`config.mk`:
```
export PLATFORM = sky130hd
export DESIGN_NAME = lsu_mem_stage
export DESIGN_NICKNAME = d
export VERILOG_FILES = /design/src/rtl/lsu_mem_stage.sv
export SDC_FILE = /design/constraint.sdc
export NUM_CORES = 1
export LEC_CHECK = 0
export ABC_AREA = 1
export CORE_UTILIZATION = 44
export CTS_CLUSTER_DIAMETER = 50
export DETAILED_ROUTE_END_ITERATION = 8
export PLACE_DENSITY = 0.81
export SYNTH_ARGS = -nofsm -noshare
export SYNTH_HDL_FRONTEND = slang
export SYNTH_SLANG_ARGS = --single-unit
```
`constraint.sdc`:
```
create_clock -name clk -period 1.75 [get_ports clk]
set_input_delay 0.175 -clock clk [delete_from_list [all_inputs] [get_ports clk]]
set_output_delay 0.175 -clock clk [all_outputs]
set_load 0.01 [all_outputs]
```
`src/rtl/lsu_mem_stage.sv`:
```
// RV32 load/store memory stage: one DMEM word request per op,
// lane steering for stores, alignment and extension for loads.
module lsu_mem_stage #(
    parameter int ADDR_WIDTH = 32,
    parameter int DATA_WIDTH = 32
) (
    input  logic                      clk,
    input  logic                      rstn,
    input  logic                      req_valid_i,
    output logic                      req_ready_o,
    input  logic                      req_we_i,
    input  logic [2:0]                req_funct3_i,
    input  logic [ADDR_WIDTH-1:0]     req_addr_i,
    input  logic [DATA_WIDTH-1:0]     req_wdata_i,
    input  logic [4:0]                req_rd_i,
    output logic                      dmem_req_o,
    output logic                      dmem_we_o,
    output logic [ADDR_WIDTH-1:0]     dmem_addr_o,
    output logic [DATA_WIDTH/8-1:0]   dmem_be_o,
    output logic [DATA_WIDTH-1:0]     dmem_wdata_o,
    input  logic                      dmem_gnt_i,
    input  logic                      dmem_rvalid_i,
    input  logic [DATA_WIDTH-1:0]     dmem_rdata_i,
    output logic                      rsp_valid_o,
    input  logic                      rsp_ready_i,
    output logic [DATA_WIDTH-1:0]     rsp_rdata_o,
    output logic [4:0]                rsp_rd_o,
    output logic                      rsp_fault_o
);

    typedef enum logic [1:0] {
        S_IDLE,
        S_REQ,
        S_WAIT,
        S_RESP
    } state_t;

    state_t                  r_state;
    state_t                  w_next;
    logic                    r_we;
    logic [2:0]              r_funct3;
    logic [ADDR_WIDTH-1:0]   r_addr;
    logic [DATA_WIDTH-1:0]   r_wdata;
    logic [4:0]              r_rd;
    logic                    r_fault;
    logic [DATA_WIDTH-1:0]   r_rdata;

    logic                    w_accept;
    logic                    w_fault;
    logic                    w_req;
    logic [DATA_WIDTH/8-1:0] w_be;
    logic [DATA_WIDTH-1:0]   w_wdata;
    logic [DATA_WIDTH-1:0]   w_byte_sh;
    logic [DATA_WIDTH-1:0]   w_half_sh;
    logic [DATA_WIDTH-1:0]   w_ext;

    assign w_accept = req_valid_i & req_ready_o;

    always_comb begin
        w_fault = 1'b0;
        if (req_we_i) begin
            unique case (req_funct3_i)
                3'd0:    w_fault = 1'b0;
                3'd1:    w_fault = req_addr_i[0];
                3'd2:    w_fault = |req_addr_i[1:0];
                default: w_fault = 1'b1;
            endcase
        end else begin
            unique case (req_funct3_i)
                3'd0,
                3'd4:    w_fault = 1'b0;
                3'd1,
                3'd5:    w_fault = req_addr_i[0];
                3'd2:    w_fault = |req_addr_i[1:0];
                default: w_fault = 1'b1;
            endcase
        end
    end

    // Loads share the store byte-enable pattern; funct3[1:0] gives the size.
    always_comb begin
        w_be    = 4'hF;
        w_wdata = r_wdata;
        unique case (r_funct3[1:0])
            2'b00: begin
                w_be    = 4'b0001 << r_addr[1:0];
                w_wdata = {4{r_wdata[7:0]}};
            end
            2'b01: begin
                w_be    = 4'b0011 << {r_addr[1], 1'b0};
                w_wdata = {2{r_wdata[15:0]}};
            end
            default: begin
                w_be    = 4'hF;
                w_wdata = r_wdata;
            end
        endcase
    end

    assign w_byte_sh = dmem_rdata_i >> {r_addr[1:0], 3'b000};
    assign w_half_sh = dmem_rdata_i >> {r_addr[1], 4'b0000};

    always_comb begin
        w_ext = dmem_rdata_i;
        unique case (r_funct3)
            3'd0:    w_ext = {{24{w_byte_sh[7]}}, w_byte_sh[7:0]};
            3'd1:    w_ext = {{16{w_half_sh[15]}}, w_half_sh[15:0]};
            3'd4:    w_ext = {24'd0, w_byte_sh[7:0]};
            3'd5:    w_ext = {16'd0, w_half_sh[15:0]};
            default: w_ext = dmem_rdata_i;
        endcase
    end

    always_comb begin
        w_next = r_state;
        unique case (r_state)
            S_IDLE: begin
                if (w_accept) begin
                    w_next = w_fault ? S_RESP : S_REQ;
                end
            end
            S_REQ: begin
                if (dmem_gnt_i) begin
                    w_next = r_we ? S_RESP : S_WAIT;
                end
            end
            S_WAIT: begin
                if (dmem_rvalid_i) begin
                    w_next = S_RESP;
                end
            end
            S_RESP: begin
                if (rsp_ready_i) begin
                    w_next = S_IDLE;
                end
            end
            default: w_next = S_IDLE;
        endcase
    end

    always_ff @(posedge clk or negedge rstn) begin
        if (!rstn) begin
            r_state  <= S_IDLE;
            r_we     <= 1'b0;
            r_funct3 <= 3'd0;
            r_addr   <= '0;
            r_wdata  <= '0;
            r_rd     <= 5'd0;
            r_fault  <= 1'b0;
            r_rdata  <= '0;
        end else begin
            r_state <= w_next;
            if (w_accept) begin
                r_we     <= req_we_i;
                r_funct3 <= req_funct3_i;
                r_addr   <= req_addr_i;
                r_wdata  <= req_wdata_i;
                r_rd     <= req_rd_i;
                r_fault  <= w_fault;
                r_rdata  <= '0;
            end else if (r_state == S_WAIT && dmem_rvalid_i) begin
                r_rdata <= w_ext;
            end
        end
    end

    assign w_req        = (r_state == S_REQ);
    assign req_ready_o  = (r_state == S_IDLE);
    assign dmem_req_o   = w_req;
    assign dmem_we_o    = w_req & r_we;
    assign dmem_addr_o  = w_req ? {r_addr[ADDR_WIDTH-1:2], 2'b00} : '0;
    assign dmem_be_o    = w_req ? w_be : '0;
    assign dmem_wdata_o = (w_req & r_we) ? w_wdata : '0;
    assign rsp_valid_o  = (r_state == S_RESP);
    assign rsp_rdata_o  = r_rdata;
    assign rsp_rd_o     = r_rd;
    assign rsp_fault_o  = r_fault;

endmodule

```
==> reports/results.tsv <==
metric	value	unit
outcome	finished, violations left	
failing checks	setup timing	
Final GP Congestion	0.9310	
CORE AREA	12210	um2
Main synth FF type	dfrtp_1	
IO Pins	221	
nets@finish	1126	
Initial Util	0.4592	
DPL Wire Length	13110	um
share of layout cells above drive strength 1	0.1833	
PnR worst setup slack	-0.02652	ns
Seq/Total Area, Yosys	0.4819	
Die Y	114.9	um
CP startpoint kind	register	
DRT antenna net count	0	
first-pass GRT wire length	28390	um
CP Data Required Time	1.57	ns
crit share post-route	1.015	
CP endpoint kind	output port	
CTS Buffer Depth	2	
register area	2704	um2
Pre-antenna DRT Iters	5	
CTS tree	done	
yosys warns	0	
most common cell in the netlist	nand2_1	
number of diodes	0	
Seq cells post-synth	108	
clk slew on worst S/H paths	0.07	ns
design internal power	8.438	mW
kind of critical path	reg2out	
Clock power frac	0.157	
Power Density	1696	nW/um2
Fin Setup TNS	-0.03478	ns
clock buffer count from CTS	9	
Layout fillers	1032	
Die X	114.9	um
CP arrival	1.60	ns
Clock Skew	0.006709	ns
Die ar.	13200	um2
synthesis-to-layout area growth	51.85	%
Slew Viols, Final	0	
Synth Cell Area	5608	um2
clock latency on the worst-skew pair	0.35	ns
CP max FO	5	
Yosys top cell by area	dfrtp_1	
Synth Area per Inst	7.255	um2
crit path time final	1.777	ns
EDFF count, synth	0	
post-route cell area	8516	um2
Rows	40	
Sw Share	0.4159	
VDD IR max	920.6	uV
area post-placement	8212	um2
area fraction of the dominant cell type after synthesis	0.4819	
Final Hold Vio Count	0	
synth unique cells	29	
unrepaired setup endpoints after global routing	yes	
initial antenna violation count	0	
Hold Path Class	in2async	
GRT overflow	0	
H-tree Lvls	3	
Hold Worst Slack	0.2799	ns
CTS Sinks	108	
most common library cells after synthesis	nand2_1 (357), dfrtp_1 (108), inv_1 (81), nor2_1 (43), o21ai_0 (39)	
port buffer count	218	
Total GRT Usage	0.2800	
CTS root buf	clkbuf_16	
number of global-route vias before repair	5677	
sw power	6.009	mW
async set or reset register ratio after synthesis	1.000	
detailed-route via count	5894	
Fmax achieved	562.9	MHz
Area contributors post-synth	dfrtp_1 (48%), nand2_1 (24%), inv_1 (5.4%)	
largest net degree at the start of global routing	43	
Seq pwr share	0.311	
initial drt markers	451	
Final Setup Violations	3	
wirelength, routed	18420	um
wire length per cell	15.57	um
Pleak	4.617	nW
Mapped Cells	773	
area of the multi-input gates	2496	um2
maxcap violations	0	
Via density	4.982	
drt drc	0	
logic gate share of total power	0.532	
==> cells in the final DEF, fill, tap and decap left out, drive strengths merged, types with 5 or more instances in the layout <==
master	count
nand2	364
dfrtp	108
clkdlybuf4s50	147
buf	90
nor2	44
inv	85
nand4	10
nand3	25
o22ai	10
clkbuf	36
ha	5
o21ai	42
a21oi	26
==> flip-flops by register name, summed over array words and instances (netlist names) <==
name         flops
r_state          2
r_funct3         3
r_wdata         32
r_we             1
rsp_rdata_o     32
rsp_rd_o         5
r_addr          32
rsp_fault_o      1
==> path summary, 6_finish.rpt <==
check	from	end	slack, ns	depth (start not counted)
setup / recovery	r_state[1]$_DFFE_PN0P_	dmem_wdata_o[18]	-0.03	5
hold / removal	rstn	r_wdata[9]$_DFFE_PN0P_	0.28	2
setup reg to reg	r_state[1]$_DFFE_PN0P_	r_state[0]$_DFFE_PN0P_	0.09	9
hold reg to reg	rsp_rd_o[2]$_DFFE_PN0P_	rsp_rd_o[2]$_DFFE_PN0P_	0.48	2
max in group asynchronous	rstn	rsp_rdata_o[7]$_DFFE_PN0P_	0.89	3
min in group clk	req_addr_i[24]	r_addr[24]$_DFFE_PN0P_	0.36	3
==> metrics by stage <==
stage | setup slack (ns) | instances | util | total power, mW
floorplan | 0.07490 | 774 | - | 8.291
global placement | -0.1422 | 1156 | 0.6724 | 11.69
detailed placement | -0.2233 | 1156 | 0.6724 | 11.83
CTS | -0.08072 | 1175 | 0.7004 | 14.17
global route | -0.09389 | 1183 | 0.6973 | 15.44
finish | -0.02652 | 1183 | 0.6973 | 14.45
==> per-layer routing <==
metal	global-route usage	wire length, um	up-vias
met4	0.1498	735	0
met2	0.4498	8668	282
met3	0.07433	1675	51
li1	-	-	2834
met5	0	0	-
met1	0.3462	7340	2727
==> worst max-delay path: stages (launching register included) <==
cell and delay [ns]:
dfrtp_1 0.40, inv_2 0.08, ha_4 0.16, nand2_4 0.10, a211oi_1 0.29, buf_2 0.22
==> power groups by stage <==
stage	Sequential (mW)	Clock, mW	Combinational (mW)
2_1_floorplan	4.44	0	3.85
3_3_place_gp	4.42	0	7.27
3_5_place_dp	4.41	0	7.42
4_1_cts	4.44	2.30	7.43
5_1_grt	4.62	2.38	8.44
6_report	4.50	2.27	7.68
==> logic make-up after synthesis <==
group           count (synthesis)  share of synthesized area
other cells                     1                  0.0006687
fa+ha+maj                       5                    0.01116
buf+inv                       127                    0.09616
compound gates                 83                    0.08032
flops                         108                     0.4819
simple gates                  449                     0.3298
==> timing repair <==
action,CTS,global route
hold buffers,1,0
pin swaps,1,1
endpoints found under the hold margin,19,0
cloned,1,2
gates resized for setup,225,77
buffers inserted,1,7
setup endpoints to repair,72,99
==> cell type report <==
cell class / count / share of cell area
clock inverter: 4 / 0.009110
sequential: 108 / 0.3175
clock buffer: 12 / 0.03012
tap: 168 / 0.02468
timing repair buffer: 267 / 0.2850
multi-input combinational: 539 / 0.2931
inverter: 85 / 0.04041
No activity file was read; power rests on OpenSTA's default activity.
